[src/rtl/ysyx_23060240_csr_pkg.sv]
// Shared encodings for the CSR-port controller: request opcodes, CSR addresses
// and the sequencing FSM states.
package ysyx_23060240_csr_pkg;

   localparam logic [31:0] MCAUSE_ECALL = 32'd11;

   typedef enum logic [2:0] {
      OP_CSRRW = 3'd0,
      OP_CSRRS = 3'd1,
      OP_CSRRC = 3'd2,
      OP_ECALL = 3'd3,
      OP_MRET  = 3'd4
   } csr_op_e;

   localparam logic [11:0] CSR_MSTATUS = 12'h300;
   localparam logic [11:0] CSR_MTVEC   = 12'h305;
   localparam logic [11:0] CSR_MEPC    = 12'h341;
   localparam logic [11:0] CSR_MCAUSE  = 12'h342;

   typedef enum logic [2:0] {
      S_IDLE  = 3'd0,
      S_READ  = 3'd1,
      S_WRITE = 3'd2,
      S_ECALL = 3'd3,
      S_MRET  = 3'd4,
      S_DONE  = 3'd5
   } state_e;

   // Only the four machine-mode CSRs the file implements are accepted.
   function automatic logic csr_addr_ok(input logic [11:0] addr);
      return (addr == CSR_MSTATUS) || (addr == CSR_MTVEC) ||
             (addr == CSR_MEPC)    || (addr == CSR_MCAUSE);
   endfunction

endpackage

[src/rtl/ysyx_23060240_csr_alu.sv]
// Write-data function for CSR read-modify-write: RW passes src, RS sets, RC clears.
module ysyx_23060240_csr_alu
   import ysyx_23060240_csr_pkg::*;
#(
   parameter int XLEN = 32
) (
   input  logic [2:0]      op,
   input  logic [XLEN-1:0] old_val,
   input  logic [XLEN-1:0] src,
   output logic [XLEN-1:0] wdata
);

   always_comb begin
      case (op)
         OP_CSRRS: wdata = old_val | src;
         OP_CSRRC: wdata = old_val & ~src;
         default:  wdata = src;
      endcase
   end

endmodule

[src/rtl/ysyx_23060240_csr_ctrl.sv]
// Initiator side of the CSR-file port: sequences one CSR instruction or trap at a
// time and returns the rd writeback / PC redirect with a single done pulse.
module ysyx_23060240_csr_ctrl
   import ysyx_23060240_csr_pkg::*;
#(
   parameter int XLEN = 32
) (
   input  logic            clk,
   input  logic            rst_n,
   input  logic            req_valid,
   output logic            req_ready,
   input  logic [2:0]      req_op,
   input  logic [11:0]     req_addr,
   input  logic [XLEN-1:0] req_src,
   input  logic            req_src_zero,
   input  logic [4:0]      req_rd,
   input  logic [XLEN-1:0] req_pc,
   output logic [11:0]     csr_addr,
   output logic [XLEN-1:0] w_csr_data,
   output logic            w_csr_en,
   output logic            r_csr_en,
   output logic            jump_ecall,
   output logic            jump_mret,
   output logic [XLEN-1:0] csr_pc,
   input  logic [XLEN-1:0] r_csr_data,
   output logic            done,
   output logic            rd_we,
   output logic [4:0]      rd_addr,
   output logic [XLEN-1:0] rd_wdata,
   output logic            redir_valid,
   output logic [XLEN-1:0] redir_pc,
   output logic            illegal
);

   state_e          state_q, state_d;
   logic [2:0]      op_q, op_d;
   logic [11:0]     addr_q, addr_d;
   logic [XLEN-1:0] src_q, src_d;
   logic            src_zero_q, src_zero_d;
   logic [4:0]      rd_q, rd_d;
   logic [XLEN-1:0] old_q, old_d;

   logic            req_ready_q, req_ready_d;
   logic [11:0]     csr_addr_q, csr_addr_d;
   logic [XLEN-1:0] w_csr_data_q, w_csr_data_d;
   logic            w_csr_en_q, w_csr_en_d;
   logic            r_csr_en_q, r_csr_en_d;
   logic            jump_ecall_q, jump_ecall_d;
   logic            jump_mret_q, jump_mret_d;
   logic [XLEN-1:0] csr_pc_q, csr_pc_d;
   logic            done_q, done_d;
   logic            rd_we_q, rd_we_d;
   logic [4:0]      rd_addr_q, rd_addr_d;
   logic [XLEN-1:0] rd_wdata_q, rd_wdata_d;
   logic            redir_valid_q, redir_valid_d;
   logic [XLEN-1:0] redir_pc_q, redir_pc_d;
   logic            illegal_q, illegal_d;

   logic [XLEN-1:0] alu_wdata;
   logic            accept;
   logic            is_csr_op;
   logic            req_legal;

   ysyx_23060240_csr_alu #(.XLEN(XLEN)) u_alu (
      .op      (op_q),
      .old_val (r_csr_data),
      .src     (src_q),
      .wdata   (alu_wdata)
   );

   assign accept    = req_valid && req_ready_q;
   assign is_csr_op = (req_op == OP_CSRRW) || (req_op == OP_CSRRS) || (req_op == OP_CSRRC);
   assign req_legal = is_csr_op ? csr_addr_ok(req_addr)
                                : ((req_op == OP_ECALL) || (req_op == OP_MRET));

   always_comb begin
      state_d       = state_q;
      op_d          = op_q;
      addr_d        = addr_q;
      src_d         = src_q;
      src_zero_d    = src_zero_q;
      rd_d          = rd_q;
      old_d         = old_q;
      req_ready_d   = 1'b0;
      csr_addr_d    = '0;
      w_csr_data_d  = '0;
      w_csr_en_d    = 1'b0;
      r_csr_en_d    = 1'b0;
      jump_ecall_d  = 1'b0;
      jump_mret_d   = 1'b0;
      csr_pc_d      = '0;
      done_d        = 1'b0;
      rd_we_d       = 1'b0;
      rd_addr_d     = '0;
      rd_wdata_d    = '0;
      redir_valid_d = 1'b0;
      redir_pc_d    = '0;
      illegal_d     = 1'b0;

      case (state_q)
         S_IDLE: begin
            req_ready_d = 1'b1;
            if (accept) begin
               req_ready_d = 1'b0;
               op_d        = req_op;
               addr_d      = req_addr;
               src_d       = req_src;
               src_zero_d  = req_src_zero;
               rd_d        = req_rd;
               if (!req_legal) begin
                  state_d   = S_DONE;
                  done_d    = 1'b1;
                  illegal_d = 1'b1;
               end else if (is_csr_op) begin
                  state_d    = S_READ;
                  csr_addr_d = req_addr;
                  r_csr_en_d = 1'b1;
               end else if (req_op == OP_ECALL) begin
                  state_d      = S_ECALL;
                  jump_ecall_d = 1'b1;
                  csr_pc_d     = req_pc;
               end else begin
                  state_d     = S_MRET;
                  jump_mret_d = 1'b1;
               end
            end
         end
         S_READ: begin
            old_d = r_csr_data;
            // Set/clear with a zero operand must leave the CSR untouched.
            if ((op_q != OP_CSRRW) && src_zero_q) begin
               state_d    = S_DONE;
               done_d     = 1'b1;
               rd_we_d    = (rd_q != 5'd0);
               rd_addr_d  = rd_q;
               rd_wdata_d = r_csr_data;
            end else begin
               state_d      = S_WRITE;
               csr_addr_d   = addr_q;
               w_csr_en_d   = 1'b1;
               w_csr_data_d = alu_wdata;
            end
         end
         S_WRITE: begin
            state_d    = S_DONE;
            done_d     = 1'b1;
            rd_we_d    = (rd_q != 5'd0);
            rd_addr_d  = rd_q;
            rd_wdata_d = old_q;
         end
         S_ECALL, S_MRET: begin
            state_d       = S_DONE;
            done_d        = 1'b1;
            redir_valid_d = 1'b1;
            redir_pc_d    = r_csr_data;
         end
         S_DONE: begin
            state_d     = S_IDLE;
            req_ready_d = 1'b1;
         end
         default: begin
            state_d     = S_IDLE;
            req_ready_d = 1'b1;
         end
      endcase
   end

   always_ff @(posedge clk or negedge rst_n) begin
      if (!rst_n) begin
         state_q       <= S_IDLE;
         op_q          <= '0;
         addr_q        <= '0;
         src_q         <= '0;
         src_zero_q    <= 1'b0;
         rd_q          <= '0;
         old_q         <= '0;
         req_ready_q   <= 1'b1;
         csr_addr_q    <= '0;
         w_csr_data_q  <= '0;
         w_csr_en_q    <= 1'b0;
         r_csr_en_q    <= 1'b0;
         jump_ecall_q  <= 1'b0;
         jump_mret_q   <= 1'b0;
         csr_pc_q      <= '0;
         done_q        <= 1'b0;
         rd_we_q       <= 1'b0;
         rd_addr_q     <= '0;
         rd_wdata_q    <= '0;
         redir_valid_q <= 1'b0;
         redir_pc_q    <= '0;
         illegal_q     <= 1'b0;
      end else begin
         state_q       <= state_d;
         op_q          <= op_d;
         addr_q        <= addr_d;
         src_q         <= src_d;
         src_zero_q    <= src_zero_d;
         rd_q          <= rd_d;
         old_q         <= old_d;
         req_ready_q   <= req_ready_d;
         csr_addr_q    <= csr_addr_d;
         w_csr_data_q  <= w_csr_data_d;
         w_csr_en_q    <= w_csr_en_d;
         r_csr_en_q    <= r_csr_en_d;
         jump_ecall_q  <= jump_ecall_d;
         jump_mret_q   <= jump_mret_d;
         csr_pc_q      <= csr_pc_d;
         done_q        <= done_d;
         rd_we_q       <= rd_we_d;
         rd_addr_q     <= rd_addr_d;
         rd_wdata_q    <= rd_wdata_d;
         redir_valid_q <= redir_valid_d;
         redir_pc_q    <= redir_pc_d;
         illegal_q     <= illegal_d;
      end
   end

   assign req_ready   = req_ready_q;
   assign csr_addr    = csr_addr_q;
   assign w_csr_data  = w_csr_data_q;
   assign w_csr_en    = w_csr_en_q;
   assign r_csr_en    = r_csr_en_q;
   assign jump_ecall  = jump_ecall_q;
   assign jump_mret   = jump_mret_q;
   assign csr_pc      = csr_pc_q;
   assign done        = done_q;
   assign rd_we       = rd_we_q;
   assign rd_addr     = rd_addr_q;
   assign rd_wdata    = rd_wdata_q;
   assign redir_valid = redir_valid_q;
   assign redir_pc    = redir_pc_q;
   assign illegal     = illegal_q;

endmodule

[config.mk]
export PLATFORM = sky130hd
export DESIGN_NAME = ysyx_23060240_csr_ctrl
export DESIGN_NICKNAME = d
export VERILOG_FILES = /design/src/rtl/ysyx_23060240_csr_pkg.sv /design/src/rtl/ysyx_23060240_csr_alu.sv /design/src/rtl/ysyx_23060240_csr_ctrl.sv
export SDC_FILE = /design/constraint.sdc
export NUM_CORES = 1
export LEC_CHECK = 0
export ABC_AREA = 1
export CORE_MARGIN = 2
export CORE_UTILIZATION = 56
export DETAILED_ROUTE_END_ITERATION = 10
export DONT_BUFFER_PORTS = 1
export PLACE_DENSITY = 0.76
export SLEW_MARGIN = 10
export SYNTH_ARGS = -nofsm -noshare
export SYNTH_HDL_FRONTEND = slang
export SYNTH_SLANG_ARGS = --single-unit
[constraint.sdc]
create_clock -name clk -period 1.2 [get_ports clk]
set_input_delay 0.18 -clock clk [delete_from_list [all_inputs] [get_ports clk]]
set_output_delay 0.18 -clock clk [all_outputs]
set_load 0.02 [all_outputs]
Yosys cells after proc, flatten, opt, wreduce, memory -nomap -nowiden
Index checks and enable logic that the tools add are counted.
- register bits: 242
- input bits: 120
- output and inout port bits: 154
- equal/unequal tests: 15
- multiplexer cells: 51
- bitwise logic cells: 3
- reduce and logical (&&, ||, !) cells: 16
- operators by type and width (cell ; number):
    2-to-1 mux 32 bit ; 9
    case mux 32 bit (2 select lines) ; 2
    == test 12 x 10 -> 1 bit (second input constant) ; 4
    2-to-1 mux 12 bit ; 4
    AND 32 bit ; 1
    NOT 32 bit ; 1
    OR 32 bit ; 1
    2-to-1 mux 1 bit ; 24
    case mux 12 bit (2 select lines) ; 1
    == test 3 x 2 -> 1 bit (second input constant) ; 5
    2-to-1 mux 3 bit ; 5
    case mux 5 bit (2 select lines) ; 1
    == test 3 x 1 -> 1 bit (second input constant) ; 3
    case mux 3 bit (3 select lines) ; 1
    == test 3 bit (second input constant) ; 2
    zero test 3 bit ; 2
    logical OR 1 bit ; 6
    2-to-1 mux 5 bit ; 1
    nonzero test 5 bit ; 1
    case mux 1 bit (2 select lines) ; 2
    OR reduction 4 bit ; 1
    case mux 1 bit (3 select lines) ; 1
    nonzero test 3 bit ; 1
    OR reduction 3 bit ; 1
    4 further kinds ; 5

Longest topological paths before layout
Gate-level depths: netlist of the first run.
- depth in word-level cells: 8
- depth in mapped cells: 9
- depth with buffers taken out: 9

Modules after synthesis
A second synthesis of the first run with hierarchy kept.
- cell total of the unflattened synthesis: 1024
- area total of the unflattened synthesis: 9625.5 um2
- modules (own cells, without submodules) (module ; instances ; cells each ; area each (um2) ; seq. area each (um2)):
    ysyx_23060240_csr_ctrl ; 1 ; 848 ; 8617.0 ; 6057.1
    ysyx_23060240_csr_alu ; 1 ; 176 ; 1008.5 ; 0.0

Worst setup path before layout of the first run
Ideal clock, no wire load.
- kind: reg-to-reg
- start point: register req_ready_q (netlist: req_ready)
- end point: register rd_q[4]
- library setup time: 0.126 ns
- arrival time: 1.267 ns
- required time: 1.074 ns
- slack: -0.194 ns
- stages on the path, launching flop included: 6
- path buffers: 2
- cell sequence: dfstp_2 nand2_1 nor2_2 buf_4 buf_4 o21ai_0
- cells in the longest elaborated chain, start to end: 2
- ends and longest elaborated chain (what ; RTL line ; text):
    from (decl) ; ysyx_23060240_csr_ctrl.sv:43 ; logic req_ready_q, req_ready_d;
    from (signal assigned) ; ysyx_23060240_csr_ctrl.sv:200 ; req_ready_q <= req_ready_d;
    logical AND 1 bit ; ysyx_23060240_csr_ctrl.sv:71 ; assign accept = req_valid && req_ready_q;
    AND reduction 2 bit (no line) ; -- ;
    to (signal assigned) ; ysyx_23060240_csr_ctrl.sv:198 ; rd_q <= rd_d;
    to (decl) ; ysyx_23060240_csr_ctrl.sv:40 ; logic [4:0] rd_q, rd_d;
No other way between the ends.
A chain may end at the register's enable or synchronous reset.

Worst setup path in the final report of the first run
- start point: register state_q[0]
- end point: register state_q[0]
- cells in the longest elaborated chain, start to end: 3
- ends and longest elaborated chain (what ; RTL line ; text):
    from (decl) ; ysyx_23060240_csr_ctrl.sv:35 ; state_e state_q, state_d;
    from (signal assigned) ; ysyx_23060240_csr_ctrl.sv:193 ; state_q <= state_d;
    == test 3 x 2 -> 1 bit or == test 3 bit (tied branches) ; ysyx_23060240_csr_ctrl.sv:100 ; case (state_q)
    OR reduction 3 bit (no line) ; -- ;
    case mux 3 bit (3 select lines) ; ysyx_23060240_csr_ctrl.sv:100 ;
Several ways; a longest one is shown, not always the timed one.

==> impl_results.md, run 1 <==
* Worst Path Arrival at between 1500 and 2000 ps
* Outcome: finished with violations
* H-tree Lvls at 1
* Skew-Pair Late Insertion Delay at around 510 ps
* Clock transition at path regs at ~70 ps
* IO Count at 274
* Overall via count from detail_route at 7400
* Mean routed wirelength per cell at 23.1 um
* Clock Tree Root: clkbuf_16
* Crit-path cells: buf_4 -> nand2_1 -> nand2_1 -> o21a_4 -> buf_4 -> nor2_2 -> nand2_1 -> nand2_1 -> inv_1
* Register Area at 6060 um2
* DRT Wirelength at roughly 30 mm
* CTS tree: yes
* Post-CTS Hold Buffers at about 120
* Most frequent CP cell: nand2_1
* # clock sinks at ~240
* Finished layout cell area at roughly 13000 um2
* Nets at 1187
* HPWL after DPL at ~13 mm
* Core area at between 15000 and 20000 um2
* Total track usage at 28.9%
* Synth cell types at 24
* # DRC at 0
* Pwr per Cell Area at 2610 nW/um2
* Vias in the first global route at between 7000 and 8000
* Unrepaired setup endpoints after global routing: true
* Type of origin of the critical path: flip-flop
* Total power at between 0.03 and 0.04 W
* Syn_nets at a little over 1000
* Number of synthesized register bits at between 200 and 250
* Worst Skew at between 15 and 20 ps
* Initial DRT Pass Iterations at 5
* Worst Setup Slack, final at -388 ps
* Crit path kind: reg2reg
* Max Clk Rate at ~0.63 GHz
* Layout cells sized above 1 at approximately a third
* Delay-heaviest family, CP: simple AND/OR/NAND/NOR gates
* Fin crit share at 132%
* Initial DRC count at around 570
* Crit Path Max Fanout at 3
* Number of cells on the critical path at 9
* Layout area overhead at 46.8%
* Hold slack at -633 ps
* Final hold vios at 242
* Worst slew pin tran at about 430 ps
* Max Cap Viol at 0
* CP Capture Type: flip-flop
* Max incr delay on CP at 410 ps
* Chip height at roughly 130 um
* Post-Synthesis Cells at roughly 890
* Reg2reg path depth at 9
* Cell Rows at 46
* # fillers at 723
* Post-synthesis area per instance at 10.2 um2
* YS warnings at 0
* Antenna Nets Post-Route at 0
* Maximum vdd drop at 0.00149 V
* Setup violations, final at ~240
* GRT overflow at 0
* Hold WC Path Type: in2async
* Post-Route Utilization at 84.0%
* Worst EP required at between 1500 and 2000 ps
* Post-synthesis sequential area ratio at between 60 and 70%
* Leak at 6.29 nW
* Fin crit period at 1590 ps
* Placed standard-cell area at about 9500 um2
* WP buf/inv at 3
* Critical path's slowest cell: dfrtp_1
* First-pass GRT wire length at a little under 40 mm
* Failing checks: hold timing, setup timing
* Max_slew headroom at 71.4%
* Most frequent cells in the layout: dfrtp_1, inv_1, dlygate4sd3_1
* Gp weighted congestion at just under 0.8
* Initial antenna violation count at 2
* IO buf count at 0
* Die width at about 130 um
* Full die area at roughly 17000 um2
* Area of the multi-input gates at 3190 um2
* Largest net degree at the start of global routing at around 240
* Slew Viols, Final at 0
* Most common cell after layout, fill and taps aside: dfrtp_1
* Inserted Clock Buffers at 24
* Cell Area, Synth at between 9000 and 10000 um2
* Initial core utilization at between 50% and 60%
* Vias per inst at approximately 5.7
* Setup tns final at -57390 ps
* Worst-case clock buffer depth at 3
==> cell families after synthesis <==
| logic type | after synthesis | synth area share [%] |
|---|---|---|
| flip-flops | 242 | 66.9 |
| AND/OR/NAND/NOR | 277 | 14.0 |
| buffers and inverters | 206 | 9.42 |
| AO/OA/AOI/OAI | 162 | 9.68 |
==> cell type report <==
class                           instances  area share [%]
Sequential cell                       242            45.5
Multi-Input combinational cell        439            24.0
Timing Repair Buffer                  192            17.0
Clock buffer                           34            5.26
Inverter                              166            4.93
Tap cell                              216            2.03
Clock inverter                          8            1.05
Timing Repair inverter                  2           0.188
Antenna cell                            2          0.0376
==> where the power goes <==
group	switching [W]	internal [W]	total, W	leakage, nW
registers	0.00328	0.0109	0.0141	3.18
clock network	0.00314	0.00490	0.00804	0.415
logic	0.00715	0.00532	0.0125	2.70
total	0.0136	0.0211	0.0347	6.29
==> synthesized netlist by cell type (all sizes together) <==
cell,n,area [um2]
dfrtp,241,6030
inv,166,623
nor2,120,458
nand2,117,442
o21ai,87,435
o22ai,38,238
a21oi,35,175
nor3,34,330
buf,25,174
clkbuf,15,56.3
nand3,3,15.0
dfstp,1,26.3
nand3b,1,7.51
nand4,1,12.5
nor4,1,6.26
o21a,1,7.51
o31ai,1,21.3
==> worst register-to-register path: stages (launching register included) <==
cell and delay (ps):
dfrtp_1 410, buf_4 170, nand2_1 100, nand2_1 100
o21a_4 140, buf_4 140, nor2_2 180, nand2_1 100
nand2_1 90, inv_1 50
==> final timing paths <==
check	end	from	slack, ps
max	state_q[0]	state_q[0]	-390
min	old_q[5]	rst_n	-630
max reg2reg	state_q[0]	state_q[0]	-390
min reg2reg	csr_addr[5]	addr_q[5]	510
max in group asynchronous	req_ready	rst_n	1510
min in group clk	state_q[2]	req_op[2]	70
==> metal layers <==
layer / vias up / global-route usage, % / routed length [um]
li1: 3113 / - / -
met1: 3700 / 33.6 / 10500
met2: 457 / 52.6 / 15600
met3: 130 / 5.75 / 2280
met4: 0 / 11.3 / 1630
met5: - / 0 / 0
==> flip-flops by register name, summed over array words and instances, names as in the netlist, 3 cells and up <==
signal,count
addr_q,12
csr_addr,12
csr_pc,32
old_q,32
op_q,3
rd_addr,5
rd_q,5
rd_wdata,32
redir_pc,32
src_q,32
state_q,3
w_csr_data,32
==> stage by stage <==
step | worst slack, ps | cells
6_report | -388 | 1301
5_1_grt | -457 | 1301
4_1_cts | -189 | 1275
3_5_place_dp | -236 | 1100
3_3_place_gp | -180 | 1100
2_1_floorplan | -81.2 | 887
==> timing repair <==
item | in CTS | in global routing
resized for setup | 70 | 230
buffers inserted | 9 | 14
endpoints found under the setup margin | 233 | 243
hold endpoints to repair | 466 | 242
cloned | 5 | 13
pin swaps | 3 | 42
(Power assumes the default switching activity.)
==> run 2, diff against run 1 <==
Settings changed: CTS_CLUSTER_DIAMETER set to 150.
==> results of run 2 <==
The final DEF is identical to that of run 1; final timing and power are the same.
==> run 3, diff against run 2 <==
Settings changed: HOLD_SLACK_MARGIN set to 0.08, RECOVER_POWER set to 50.
==> run 3 against run 2 <==
The run still ends with hold timing, setup timing left. Worst setup slack worse by 2.2 ps. Sequential power barely moved. Clock-buffer cell count is the same.
==> impl_results.md, run 3 (synthesized netlist as in run 1, its figures left out) <==
* Power share of the clock group at between 20% and 30%
* Vias per inst at between 5 and 6
* Pre-CTS WS at -236 ps
* Vias in the first global route at between 7000 and 8000
* Initial DRT Pass Iterations at 5
* Total power at approximately 0.033 W
* Max Cap Viol at 0
* Fin crit period at about 1600 ps
* Overall via count from detail_route at roughly 7300
* Reg2reg setup slack at -390 ps
* Final hold vios at roughly 240
* Max_slew headroom at 71.3%
* # DRC at 0
* Maximum vdd drop at ~0.0017 V
* GRT overflow at 0
* Placed standard-cell area at roughly 9500 um2
* Worst Skew at roughly 17 ps
* H-tree Lvls at 1
* Antenna Nets Post-Route at 0
* Outcome: finished with violations
* Gp weighted congestion at between 0.7 and 0.8
* Die width at ~130 um
* Hold slack at -631 ps
* Most common cell after layout, fill and taps aside: dfrtp_1
* Slew Viols, Final at 0
* Sw Pwr at roughly 0.013 W
* Combinational share of power at between 30% and 40%
* Layout area overhead at 41.8%
* Reg2reg path depth at 7
* Cell Rows at 46
* Post-CTS Hold Buffers at around 120
* Hold WC Path Type: in2async
* Crit path kind: reg2reg
* CTS tree: yes
* FF-to-FF Start: state_q[0]
* Mean routed wirelength per cell at approximately 23 um
* Worst-case clock buffer depth at 3
* # clock sinks at 242
* Chip height at roughly 130 um
* Failing checks: hold timing, setup timing
* Initial DRC count at 571
* Worst Path Arrival at 2010 ps
* First-pass GRT wire length at roughly 40 mm
* Fin crit share at 133%
* CP Capture Type: flip-flop
* Nets at roughly 1200
* R2r endpoint: redir_pc[6]
* Sequential power share at a little over two fifths
* Unrepaired setup endpoints after global routing: true
* Clock transition at path regs at roughly 70 ps
* Worst Setup Slack, final at -390 ps
* IO Count at about 270
* Setup violations, final at roughly 240
* DRT Wirelength at roughly 30 mm
* Pwr per Cell Area at roughly 2600 nW/um2
* Initial antenna violation count at 1
* Finished layout cell area at 12800 um2
* Layout cells sized above 1 at around a quarter
* Type of origin of the critical path: flip-flop
* Clock Tree Root: clkbuf_16
* Total track usage at 28.8%
* IO buf count at 0
* Core area at 15800 um2
* Most frequent cells in the layout: dfrtp_1, inv_1, dlygate4sd3_1
* Largest net degree at the start of global routing at between 200 and 250
* HPWL after DPL at 13.4 mm
* Skew-Pair Late Insertion Delay at just over 500 ps
* Initial core utilization at between 50 and 60%
* Max Clk Rate at about 0.63 GHz
* Inserted Clock Buffers at 24
* Leak at 6.24 nW
* Worst EP required at between 1500 and 2000 ps
* Crit Path Max Fanout at 21
* Sw Share at around two fifths
* Cell Int Power at between 0.02 and 0.025 W
* Full die area at about 17000 um2
* Post-Route Utilization at between 80% and 90%
* Worst slew pin tran at 427 ps
-- run 3: routing by layer --
metal  part of all wire [%]  GRT usage [%]
met4                    5.4           11.4
met1                     36           33.5
met2                     52           52.5
met3                    7.0           5.86
met5                      0              0
-- run 3: cell type report --
cell class | instances | area, um2
Clock buffer | 34 | 699
Clock inverter | 8 | 140
Fill cell | 785 | 2990
Sequential cell | 242 | 6060
Timing Repair inverter | 2 | 36.3
Tap cell | 216 | 270
Multi-Input combinational cell | 439 | 2820
Antenna cell | 1 | 2.50
Timing Repair Buffer | 185 | 2170
Inverter | 166 | 651
-- run 3: power by group through the flow --
stage                     logic [W]  registers (W)  clock network [W]
after floorplan             0.00490         0.0134                  0
after global placement      0.00669         0.0137                  0
after detailed placement    0.00700         0.0138                  0
after CTS                   0.00830         0.0137            0.00795
after global routing         0.0119         0.0140            0.00845
final                        0.0112         0.0139            0.00804
-- run 3: worst max-delay path by stage --
stage | end | slack [ps] | cells after the start | from
finish | redir_pc[6] | -390 | 7 | state_q[0]
global route | csr_pc[22] | -430 | 8 | state_q[0]
CTS | req_ready | -190 | 1 | req_ready
floorplan | w_csr_data[10] | -80 | 4 | op_q[0]
global placement | state_q[0] | -180 | 8 | state_q[1]
detailed placement | csr_pc[7] | -240 | 7 | state_q[1]
-- run 3: per-stage QoR --
step           TNS [ps]  cells
4_1_cts          -25430   1275
5_1_grt          -70130   1293
3_5_place_dp     -25100   1100
3_3_place_gp     -14910   1100
6_report         -58740   1293
2_1_floorplan     -8680    887
-- run 3: timing repair --
item | 4_1_cts | 5_1_grt
cloned | 5 | 12
resized for setup | 70 | 165
endpoints found under the hold margin | 468 | 242
pin swaps | 3 | 23
buffers inserted | 9 | 9
endpoints found under the setup margin | 233 | 243
-- run 3: critical path, cell delays in order (launching register included) --
cell and delay [ps]:
dfrtp_1 410, nor2_2 170, buf_4 150, buf_6 100
o21a_4 140, clkinvlp_4 150, buf_12 200, nor2_2 150
